==> src/rtl/frame_write_ctrl.sv <==
// Frame capture sequencer: arms on start, syncs to sof, streams pixels into the frame RAM.
// Optional crop window enabled by defining FRAME_WRITE_ROI_EN.
module frame_write_ctrl #(
    parameter int unsigned IMG_W  = 320,
    parameter int unsigned IMG_H  = 240,
    parameter int unsigned ADDR_W = 17,
    parameter int unsigned PIX_W  = 12
) (
    input  logic              clk,
    input  logic              rst,
    input  logic              start,
    input  logic              sof,
    input  logic              pix_valid,
    input  logic [PIX_W-1:0]  pix_in,
    input  logic [9:0]        roi_x0,
    input  logic [9:0]        roi_y0,
    input  logic [9:0]        roi_w,
    input  logic [9:0]        roi_h,
    output logic              ram_we,
    output logic [ADDR_W-1:0] ram_addr,
    output logic [PIX_W-1:0]  ram_din,
    output logic              busy,
    output logic              frame_done,
    output logic              short_frame
);

    localparam int unsigned ColW = (IMG_W > 1) ? $clog2(IMG_W) : 1;
    localparam int unsigned RowW = (IMG_H > 1) ? $clog2(IMG_H) : 1;
    localparam logic [ColW-1:0] LastCol = ColW'(IMG_W - 1);
    localparam logic [RowW-1:0] LastRow = RowW'(IMG_H - 1);

    typedef enum logic [1:0] {StIdle, StArmed, StCapture, StDone} state_e;

    state_e            state_q;
    logic [ColW-1:0]   col_q;
    logic [RowW-1:0]   row_q;
    logic [ADDR_W-1:0] addr_q;

    logic              accept;
    logic              restart;
    logic              last_pix;
    logic              wr_en;
    logic [ColW-1:0]   pos_col;
    logic [RowW-1:0]   pos_row;
    logic [ADDR_W-1:0] pos_addr;

    // A sof on the final pixel position is just the last pixel, not a restart.
    always_comb begin
        accept   = pix_valid && ((state_q == StArmed && sof) || state_q == StCapture);
        restart  = (state_q == StCapture) && sof && !(col_q == LastCol && row_q == LastRow);
        pos_col  = restart ? '0 : col_q;
        pos_row  = restart ? '0 : row_q;
        pos_addr = restart ? '0 : addr_q;
        last_pix = (pos_col == LastCol) && (pos_row == LastRow);
    end

`ifdef FRAME_WRITE_ROI_EN
    logic [9:0]  roi_x0_q, roi_y0_q, roi_w_q, roi_h_q;
    logic [10:0] col_ext, row_ext, x_end, y_end;

    always_ff @(posedge clk) begin
        if (!rst) begin
            roi_x0_q <= '0;
            roi_y0_q <= '0;
            roi_w_q  <= '0;
            roi_h_q  <= '0;
        end else if (state_q == StIdle && start) begin
            roi_x0_q <= roi_x0;
            roi_y0_q <= roi_y0;
            roi_w_q  <= roi_w;
            roi_h_q  <= roi_h;
        end
    end

    always_comb begin
        col_ext = 11'(pos_col);
        row_ext = 11'(pos_row);
        x_end   = {1'b0, roi_x0_q} + {1'b0, roi_w_q};
        y_end   = {1'b0, roi_y0_q} + {1'b0, roi_h_q};
        wr_en   = (col_ext >= {1'b0, roi_x0_q}) && (col_ext < x_end) &&
                  (row_ext >= {1'b0, roi_y0_q}) && (row_ext < y_end);
    end
`else
    logic unused_roi;
    assign unused_roi = ^{roi_x0, roi_y0, roi_w, roi_h};
    assign wr_en      = 1'b1;
`endif

    always_ff @(posedge clk) begin
        if (!rst) begin
            state_q     <= StIdle;
            col_q       <= '0;
            row_q       <= '0;
            addr_q      <= '0;
            ram_we      <= 1'b0;
            ram_addr    <= '0;
            ram_din     <= '0;
            busy        <= 1'b0;
            frame_done  <= 1'b0;
            short_frame <= 1'b0;
        end else begin
            ram_we     <= 1'b0;
            frame_done <= 1'b0;
            unique case (state_q)
                StIdle: begin
                    if (start) begin
                        state_q     <= StArmed;
                        busy        <= 1'b1;
                        short_frame <= 1'b0;
                        col_q       <= '0;
                        row_q       <= '0;
                        addr_q      <= '0;
                    end
                end
                StArmed, StCapture: begin
                    if (accept) begin
                        if (restart) short_frame <= 1'b1;
                        if (wr_en) begin
                            ram_we   <= 1'b1;
                            ram_addr <= pos_addr;
                            ram_din  <= pix_in;
                        end
                        addr_q <= pos_addr + ADDR_W'(wr_en);
                        if (pos_col == LastCol) begin
                            col_q <= '0;
                            row_q <= pos_row + RowW'(1);
                        end else begin
                            col_q <= pos_col + ColW'(1);
                            row_q <= pos_row;
                        end
                        if (last_pix) begin
                            state_q    <= StDone;
                            busy       <= 1'b0;
                            frame_done <= 1'b1;
                        end else begin
                            state_q <= StCapture;
                        end
                    end
                end
                StDone: state_q <= StIdle;
                default: state_q <= StIdle;
            endcase
        end
    end

endmodule

==> config.mk <==
export PLATFORM = sky130hd
export DESIGN_NAME = frame_write_ctrl
export DESIGN_NICKNAME = d
export VERILOG_FILES = /design/src/rtl/frame_write_ctrl.sv
export SDC_FILE = /design/constraint.sdc
export NUM_CORES = 1
export LEC_CHECK = 0
export ABC_AREA = 1
export ABC_CLOCK_PERIOD_IN_PS = 4700
export CELL_PAD_IN_SITES_DETAIL_PLACEMENT = 1
export CELL_PAD_IN_SITES_GLOBAL_PLACEMENT = 2
export CORE_UTILIZATION = 28
export DETAILED_ROUTE_END_ITERATION = 10
export GPL_ROUTABILITY_DRIVEN = 0
export PLACE_DENSITY = 0.95
export SYNTH_ARGS = -nofsm -noshare
export SYNTH_HDL_FRONTEND = slang
export SYNTH_SLANG_ARGS = --single-unit
==> constraint.sdc <==
create_clock -name clk -period 4.7 [get_ports clk]
set_clock_uncertainty 0.05 [all_clocks]
set_input_delay 0.47 -clock clk [delete_from_list [all_inputs] [get_ports clk]]
set_output_delay 0.47 -clock clk [all_outputs]
set_load 0.005 [all_outputs]
==> run metrics, run 1 <==
Die Y=113 um; mapped cell area=3470 sq um; gate count of the mapped netlist=523; first-pass GRT wire length=16500 um; top cells by area, synth=dfxtp_1 40%, nand2_1 14%, a21oi_1 8.2%, nor2_1 7.8%, nand3_1 6.5%; vias in the first global route=3607; post-cts resize count=0; worst hold path class=register to register; largest net degree at the start of global routing=48; status=finished clean; TritonCTS Buffers=9; synth unique cells=30; crit path max-delay cell type=nor3_2; Yosys top cell by area=dfxtp_1; RSZ-0062 raised after global routing=no; power density over the cells=325 nW/um^2; drt total wl=9760 um; Setup-failing EPs final=0; NumNets Final=630; Worst-path clk slew=60 ps; final hold vios=0; Post-synth top flop=dfxtp_1; fin crit period=3190 ps; Yosys top cell area share=39.9%; Lkg Pwr=1.68 nW; GRT overflow=0; CP Cell Sequence=nand2_1 > nor2_1 > nand3_1 > o21bai_4 > nand2_1 > inv_1 > ha_1 > nand4_2 > nor3_2 > nand2_1 > o21ai_0 > a21oi_1; Final ANT Viol Nets=0; WP data required=4870 ps; Sink Count=69; CP Class=register to register; #FFs+latches synth=69; CP max FO=20; final core occ=36.7%; placed wire-length estimate=6820 um; most frequent cells after synthesis=130 x nand2_1, 72 x nor2_1, 69 x dfxtp_1; cell with the most instances after synthesis=nand2_1; # diodes=0; Vias/cell=4.77; # fillers=1557; # rows=40; sequential-to-total area share from yosys stat=39.9%; H-tree depth=3; setup TNS=0 ps; Root Driver=clkbuf_16; worst slew pin tran=1040 ps; Syn Nets=587; drt drc=0; Synth-to-Final Area Change=27.7%; mean area per synthesized cell=6.63 sq um; port bufs=49; share of cells above drive strength 1=7.18%; Critical Path End Type=register; routed vias=3523; hold_buf cts=0; maxcap violations=0; fmax=314 MHz; Die X=113 um; drt wl/cell=13.2 um; worst-case vdd ir drop=0.145 mV; Final Max Slew Viols=0; die footprint=12800 sq um; io pins=90; CP startpoint kind=register; DRT Pass-1 Iters=4; initial DRC count=133; number of synthesized flops with an enable pin=0; worst-skew pair later-pin latency=340 ps; TritonCTS clock tree=built; GRT Util Overall=16.1%; Slew headroom=30.3%; Arr. time, crit path=3360 ps; Post-CTS Setup Repair Bufs=0; ratio of final minimum period to clock period=67.9%; cell mode on critical path=nand2_1; fraction of registers with async set or reset after synthesis=0%; Clock Path Buffers=2; Initial Utilization=28.7%; initial antenna violation count=0; Ys Warns=0; CP max stage delay=560 ps; CORE AREA=12100 sq um
==> through the flow <==
step	setup slack, ps	hold WS, ps	std cells	power, mW	area (sq um)
floorplan	2130	395	523	0.683	3470
global placement	1500	403	723	0.744	4120
detailed placement	1450	419	723	0.747	4120
CTS	1460	429	739	1.45	4430
global route	1110	452	739	1.49	4430
finish	1510	422	739	1.44	4430
==> layout make-up <==
class | instances | area [sq um] | share of cell area (%)
multi-input combinational | 386 | 1830 | 41.2
inverter | 46 | 173 | 3.90
tap | 168 | 210 | 4.75
clock buffer | 10 | 239 | 5.40
clock inverter | 6 | 70.1 | 1.58
sequential | 69 | 1380 | 31.2
timing repair buffer | 54 | 528 | 11.9
==> registers in the layout, summed over array words and instances (netlist names) <==
| signal | count |
|---|---|
| busy | 1 |
| frame_done | 1 |
| ram_din | 12 |
| row_q | 8 |
| state_q | 2 |
| ram_we | 1 |
| ram_addr | 17 |
| col_q | 9 |
| addr_q | 17 |
| short_frame | 1 |
==> cell usage in the layout (no fill, tap or decap) <==
| master | count |
|---|---|
| nand2_1 | 130 |
| nor2_1 | 71 |
| dfxtp_1 | 69 |
| a21oi_1 | 57 |
| clkdlybuf4s50_1 | 49 |
| nand3_1 | 45 |
| inv_1 | 43 |
| o21ai_0 | 39 |
| clkbuf_16 | 9 |
| nand2_2 | 8 |
| ha_1 | 7 |
| buf_4 | 5 |
| nor2_2 | 4 |
| nand4_1 | 4 |
| nor3_1 | 3 |
| inv_2 | 3 |
| o21ai_1 | 3 |
| clkinvlp_4 | 3 |
| xnor2_1 | 2 |
| xor2_1 | 2 |
| o211ai_1 | 2 |
| inv_6 | 2 |
| o21bai_4 | 1 |
| o21ai_4 | 1 |
| nand4_2 | 1 |
| nor3_2 | 1 |
| nor4b_1 | 1 |
| o211a_1 | 1 |
| nand3b_1 | 1 |
| a21boi_1 | 1 |
| or2_2 | 1 |
| bufinv_16 | 1 |
| clkbuf_8 | 1 |
==> critical path, delay by kind of cell (launching register included) <==
| kind | cells | cell delay (ps) |
|---|---|---|
| buf+inv | 1 | 90 |
| compound gates | 3 | 780 |
| flops | 1 | 430 |
| fa+ha+maj | 1 | 210 |
| simple gates | 7 | 1490 |
==> report_power, final <==
part           switching, mW  leakage, nW  internal, mW
combinational         0.0804        0.981        0.0478
clock                  0.276        0.142         0.429
sequential           0.00685        0.556         0.597
total                  0.363         1.68          1.07
==> worst paths after layout <==
| check | startpoint | end | slack, ps | cells past startpoint |
|---|---|---|---|---|
| setup / recovery | col_q[4]$_SDFFE_PN0P_ | busy$_SDFFE_PN0P_ | 1510 | 12 |
| setup reg to reg | col_q[4]$_SDFFE_PN0P_ | busy$_SDFFE_PN0P_ | 1510 | 12 |
| hold / removal | addr_q[16]$_SDFFE_PN0P_ | addr_q[16]$_SDFFE_PN0P_ | 420 | 2 |
| hold reg to reg | addr_q[16]$_SDFFE_PN0P_ | addr_q[16]$_SDFFE_PN0P_ | 420 | 2 |
==> per-layer routing <==
layer,up-vias,track usage [%],share of wire [%]
met5,-,0,0
met3,13,2.20,3.1
met4,0,7.81,1.7
met2,55,29.0,50
met1,1680,18.8,45
li1,1775,-,-
==> logic make-up (layout without fill, tap and decap cells) <==
logic type	after synthesis	in the layout	share of synthesized area, %
flip-flops	69	69	39.9
AO/OA/AOI/OAI	105	105	15.9
XOR/XNOR	4	4	1.01
adder cells (fa/ha/maj)	7	7	2.53
AND/OR/NAND/NOR	270	270	32.8
buffers and inverters	68	116	7.87
No activity file was read; power rests on OpenSTA's default activity.
==> run 2: changes to the inputs <==
--- a/config.mk
+++ b/config.mk
@@ -6,13 +6,13 @@
 export NUM_CORES = 1
 export LEC_CHECK = 0
 export ABC_AREA = 1
-export ABC_CLOCK_PERIOD_IN_PS = 4700
+export ABC_CLOCK_PERIOD_IN_PS = 3250
 export CELL_PAD_IN_SITES_DETAIL_PLACEMENT = 1
 export CELL_PAD_IN_SITES_GLOBAL_PLACEMENT = 2
-export CORE_UTILIZATION = 28
+export CORE_UTILIZATION = 26
 export DETAILED_ROUTE_END_ITERATION = 10
 export GPL_ROUTABILITY_DRIVEN = 0
-export PLACE_DENSITY = 0.95
+export PLACE_DENSITY = 0.9
 export SYNTH_ARGS = -nofsm -noshare
 export SYNTH_HDL_FRONTEND = slang
 export SYNTH_SLANG_ARGS = --single-unit
==> constraint.sdc (replaced) <==
create_clock -name clk -period 3.25 [get_ports clk]
set_clock_uncertainty 0.05 [all_clocks]
set_input_delay 0.325 -clock clk [delete_from_list [all_inputs] [get_ports clk]]
set_output_delay 0.325 -clock clk [all_outputs]
set_load 0.005 [all_outputs]
==> run 2 against run 1 <==
  * First-iteration DRC count up 28%
  * Die area up 7.6%
  * Power up 36%
  * Register-to-register slack worse by 1100 ps
  * Global-route usage down 0.55 points
  * Wire length up 5.4%
  * Sequential power up 45%
  * Core utilization down 2.2 points
  * Worst setup slack worse by 1100 ps
  * Sequential share of layout area about the same
  * Largest power group unchanged
  * Worst hold slack worse by 1.9 ps
==> run metrics, run 2 (same netlist as run 1, synthesis figures left out) <==
status=finished clean (unchanged); drt total wl=10300 um (was 9760 um); GRT overflow=0 (unchanged); WP data required=3420 ps (was 4870 ps); Critical Path End Type=register (unchanged); H-tree depth=3 (unchanged); Post-CTS Setup Repair Bufs=0 (unchanged); Setup-failing EPs final=0 (unchanged); Root Driver=clkbuf_16 (unchanged); Arr. time, crit path=3030 ps (was 3360 ps); worst-skew pair later-pin latency=340 ps (about the same); Regs by FF count=addr_q: 17 flops, ram_addr: 17 flops, ram_din: 12 flops (unchanged); ratio of final minimum period to clock period=88.1% (was 67.9%); first-pass GRT wire length=17500 um (was 16500 um); NumNets Final=635 (was 630); share of cells above drive strength 1=7.81% (was 7.18%); commonest non-fill, non-tap cells in the layout=130 x nand2_1, 71 x nor2_1, 69 x dfxtp_1 (unchanged); GRT Util Overall=15.6% (was 16.1%); port bufs=49 (unchanged); io pins=90 (unchanged); Initial Utilization=27.0% (was 28.7%); placed inst area=4160 sq um (was 4120 sq um); final hold vios=0 (unchanged); setup TNS=0 ps (unchanged); CORE AREA=12800 sq um (was 12100 sq um); Synth-to-Final Area Change=27.8% (was 27.7%); RSZ-0062 raised after global routing=no (unchanged); Vias/cell=4.75 (was 4.77); routed vias=3553 (was 3523); post-cts resize count=0 (unchanged); Sink Count=69 (unchanged); fin crit period=2860 ps (was 3190 ps); hold_buf cts=0 (unchanged); CP Class=register to register (unchanged); # diodes=0 (unchanged); Final Max Slew Viols=0 (unchanged); Clock Path Buffers=2 (unchanged); largest net degree at the start of global routing=47 (was 48); Final Cell Area=4430 sq um (about the same); DRT Pass-1 Iters=4 (unchanged); # rows=41 (was 40); CP max FO=12 (was 20); most common library cell in the layout ignoring fill and taps=nand2_1 (unchanged); placed wire-length estimate=7400 um (was 6820 um); CP startpoint kind=register (unchanged); TritonCTS Buffers=9 (unchanged); power density over the cells=443 nW/um^2 (was 325 nW/um^2); Worst-path clk slew=60 ps (about the same); Slew headroom=32.3% (was 30.3%); worst hold path class=register to register (unchanged); vias in the first global route=3615 (was 3607); Lkg Pwr=1.69 nW (was 1.68 nW); maxcap violations=0 (unchanged); fmax=349 MHz (was 314 MHz); initial antenna violation count=0 (unchanged); initial DRC count=170 (was 133); Die X=117 um (was 113 um); drt wl/cell=13.8 um (was 13.2 um); worst slew pin tran=1010 ps (was 1040 ps); worst-case vdd ir drop=0.237 mV (was 0.145 mV); Die Y=117 um (was 113 um); Final ANT Viol Nets=0 (unchanged); drt drc=0 (unchanged); die footprint=13800 sq um (was 12800 sq um); TritonCTS clock tree=built (unchanged)
run 2: critical path: stages, from the launching register on:
cell      delay [ps]
dfxtp_1          430
nand2_1          150
nor2_1           120
nand3_1          150
o21bai_4         370
nand2_1          120
inv_1             80
ha_1             200
nand4_2          190
nor2_1           240
nand2_2          190
nand2_1          150
inv_2            100
a21boi_1         150
nor2_1            50
run 2: stage by stage:
stage	hold WS, ps	cells	total power, mW	util [%]	setup WS [ps]
after floorplan	395	523	0.988	-	680
after global placement	404	732	1.08	32.4	447
after global routing	444	748	2.05	34.5	72.5
after detailed placement	417	732	1.08	32.4	373
final	420	748	1.96	34.5	386
after CTS	426	748	1.99	34.5	332
run 2: layout make-up:
cell class	count	area [sq um]
clock inverters	6	40.0
well taps	172	215
flip-flops and latches	69	1380
repair buffers	59	566
fillers	1612	8400
multi-input cells	386	1830
clock buffers	10	229
inverters	46	173
run 2: routing by layer:
| layer | share of wire (%) | up-vias | GRT usage, % |
|---|---|---|---|
| met3 | 3.4 | 12 | 2.76 |
| met4 | 1.6 | 0 | 6.09 |
| met2 | 47 | 76 | 26.7 |
| met5 | 0 | - | 0 |
| met1 | 48 | 1680 | 19.3 |
| li1 | - | 1785 | - |
run 2: final timing paths:
check / startpoint / to / slack [ps] / depth (start not counted)
max: col_q[4]$_SDFFE_PN0P_ / col_q[6]$_SDFFE_PN0P_ / 390 / 14
min: addr_q[16]$_SDFFE_PN0P_ / addr_q[16]$_SDFFE_PN0P_ / 420 / 2
max reg2reg: col_q[4]$_SDFFE_PN0P_ / col_q[6]$_SDFFE_PN0P_ / 390 / 14
min reg2reg: addr_q[16]$_SDFFE_PN0P_ / addr_q[16]$_SDFFE_PN0P_ / 420 / 2
run 2: power breakdown:
| part | switching (mW) | internal (mW) | total [mW] |
|---|---|---|---|
| registers | 0.00986 | 0.864 | 0.873 |
| clock network | 0.384 | 0.515 | 0.898 |
| logic | 0.118 | 0.0708 | 0.189 |
| total | 0.511 | 1.45 | 1.96 |
==> run 3: changes to the inputs <==
--- a/config.mk
+++ b/config.mk
@@ -13,6 +13,7 @@
 export DETAILED_ROUTE_END_ITERATION = 10
 export GPL_ROUTABILITY_DRIVEN = 0
 export PLACE_DENSITY = 0.9
+export RECOVER_POWER = 25
 export SYNTH_ARGS = -nofsm -noshare
 export SYNTH_HDL_FRONTEND = slang
 export SYNTH_SLANG_ARGS = --single-unit
==> constraint.sdc (replaced) <==
create_clock -name clk -period 3.25 [get_ports clk]
set_clock_uncertainty 0.05 [all_clocks]
set_input_delay 0.65 -clock clk [delete_from_list [all_inputs] [get_ports clk]]
set_output_delay 0.65 -clock clk [all_outputs]
set_load 0.005 [all_outputs]
==> run 3 against run 2 <==
  * Non-clock buffer count increased by 1
  * Largest cell class unchanged
  * Worst hold slack improved by 6.0 ps
  * Wire length increased by 0.66%
  * Clock power increased by 20%
  * Critical path type is now input port to register
  * Count of clock-buffer cells in the layout increased by 1
  * Sequential share of layout area decreased by 0.43 points
  * Highest routed layer unchanged
  * Die area unchanged
  * Register-to-register slack improved by 170 ps
  * Worst setup slack improved by 150 ps
  * Sequential power about the same
  * Combinational power decreased by 4%
==> run metrics, run 3 (same netlist as run 1, synthesis figures left out) <==
CP Cell Sequence=clkdlybuf4s50_1 > nand2_1 > o21bai_4 > buf_4 > nand2_1 > inv_1 > ha_1 > nand2_1 > nor2_1 > inv_1 > nor2_1 > nand2_1 > o21ai_0 > a21oi_1 (was nand2_1 > nor2_1 > nand3_1 > o21bai_4 > nand2_1 > inv_1 > ha_1 > nand4_2 > nor2_1 > nand2_2 > nand2_1 > inv_2 > a21boi_1 > nor2_1); met2 usage=27.1% (was 26.7%); hold depth=2 (unchanged); RSZ-0062 raised after global routing=no (unchanged); CORE AREA=12800 sq um (unchanged); routed vias=3573 (was 3553); worst slew pin tran=1000 ps (was 1010 ps); io pins=90 (unchanged); H-tree depth=3 (unchanged); CP max FO=7 (was 12); status=finished clean (unchanged); grt met3 use=2.81% (was 2.76%); crit path max-delay cell type=clkdlybuf4s50_1 (was dfxtp_1); Vias/cell=4.77 (was 4.75); die footprint=13800 sq um (unchanged); family with the most delay on the worst path=buffers and inverters (was simple AND/OR/NAND/NOR gates); # diodes=0 (unchanged); post-cts resize count=0 (unchanged); HP Start=addr_q[15]$_SDFFE_PN0P_ (was addr_q[16]$_SDFFE_PN0P_); Lkg Pwr=1.80 nW (was 1.69 nW); WHS=426 ps (was 420 ps); FF-to-FF Start=col_q[4]$_SDFFE_PN0P_ (unchanged); worst-case vdd ir drop=0.224 mV (was 0.237 mV); Slew headroom=33.0% (was 32.3%); port bufs=49 (unchanged); CP startpoint kind=input port (was register); Synth-to-Final Area Change=29.6% (was 27.8%); commonest non-fill, non-tap cells in the layout=130 x nand2_1, 71 x nor2_1, 69 x dfxtp_1 (unchanged); GRT overflow=0 (unchanged); initial antenna violation count=0 (unchanged); GRT Util Overall=15.8% (was 15.6%); GRT met1 Usage=19.2% (was 19.3%); WP data required=3410 ps (was 3420 ps); drt total wl=10400 um (was 10300 um); # rows=41 (unchanged); Final Max Slew Viols=0 (unchanged); first-pass GRT wire length=17700 um (was 17500 um); fmax=368 MHz (was 349 MHz); Die Y=117 um (unchanged); worst-skew pair later-pin latency=340 ps (about the same); NumNets Final=636 (was 635); placed wire-length estimate=7300 um (was 7400 um); Final ANT Viol Nets=0 (unchanged); vias in the first global route=3710 (was 3615); CP max stage delay=430 ps (about the same); placed inst area=4170 sq um (was 4160 sq um); Initial Utilization=27.0% (unchanged); CP Class=input port to register (was register to register); maxcap violations=0 (unchanged); Arr. time, crit path=2870 ps (was 3030 ps); cell mode on critical path=nand2_1; DRT Pass-1 Iters=4 (unchanged); Clock Path Buffers=2 (unchanged); Final Cell Area=4490 sq um (was 4430 sq um); TritonCTS Buffers=9 (unchanged); WP depth=14 (unchanged); worst reg2reg path depth=15 (was 14); share of cells above drive strength 1=7.80% (was 7.81%); Post-CTS Setup Repair Bufs=0 (unchanged); Worst-path clk slew=60 ps (about the same); drt drc=0 (unchanged); most common library cell in the layout ignoring fill and taps=nand2_1 (unchanged); hold_buf cts=0 (unchanged); drt wl/cell=13.8 um (about the same); final hold vios=0 (unchanged); worst hold path class=register to register (unchanged); power density over the cells=475 nW/um^2 (was 443 nW/um^2); Critical Path End Type=register (unchanged); Worst Path Buf+Inv=4 (was 2); Regs by FF count=addr_q: 17 flops, ram_addr: 17 flops, ram_din: 12 flops (unchanged); fin crit period=2720 ps (was 2860 ps); ratio of final minimum period to clock period=83.6% (was 88.1%); Setup-failing EPs final=0 (unchanged); Sink Count=69 (unchanged); Die X=117 um (unchanged); TritonCTS clock tree=built (unchanged); Root Driver=clkbuf_16 (unchanged); gr busiest metal=met2 (unchanged); setup TNS=0 ps (unchanged); Critical path origin=sof (was col_q[4]$_SDFFE_PN0P_); initial DRC count=155 (was 170); largest net degree at the start of global routing=47 (unchanged)
==> run 3: layer usage <==
layer	routed length [um]	vias to the layer above
li1	-	1784
met1	4830	1727
met2	5090	51
met3	276	11
met4	158	0
met5	0	-
==> run 3: path summary, 6_finish.rpt <==
path / endpoint / slack (ps)
worst max-delay path: busy$_SDFFE_PN0P_ / 530
worst min-delay path: addr_q[15]$_SDFFE_PN0P_ / 430
worst max register to register: busy$_SDFFE_PN0P_ / 560
worst min register to register: addr_q[15]$_SDFFE_PN0P_ / 430
==> run 3: worst min-delay path: stages (launching register included) <==
cell and delay, ps:
dfxtp_1 310, nand2_1 60, a21oi_1 60
==> run 3: stage by stage <==
| stage | setup slack [ps] | cells | utilization (%) | total power, mW |
|---|---|---|---|---|
| 2_1_floorplan | 680 | 523 | - | 0.988 |
| 3_3_place_gp | 236 | 733 | 32.5 | 1.08 |
| 3_5_place_dp | 190 | 733 | 32.5 | 1.08 |
| 4_1_cts | 525 | 749 | 35.0 | 2.17 |
| 5_1_grt | 315 | 749 | 35.0 | 2.23 |
| 6_report | 534 | 749 | 35.0 | 2.13 |
==> run 3: report_power, final <==
part	internal [mW]	switching [mW]	total [mW]
clock	0.694	0.386	1.08
combinational	0.0660	0.115	0.181
sequential	0.863	0.00950	0.873
total	1.62	0.511	2.13
==> run 3: final cells by class <==
type | instances | area [sq um]
clock inverter | 5 | 83.8
tap | 172 | 215
clock buffer | 11 | 243
inverter | 46 | 173
fill | 1610 | 8330
multi-input combinational | 386 | 1830
sequential | 69 | 1380
timing repair buffer | 60 | 569
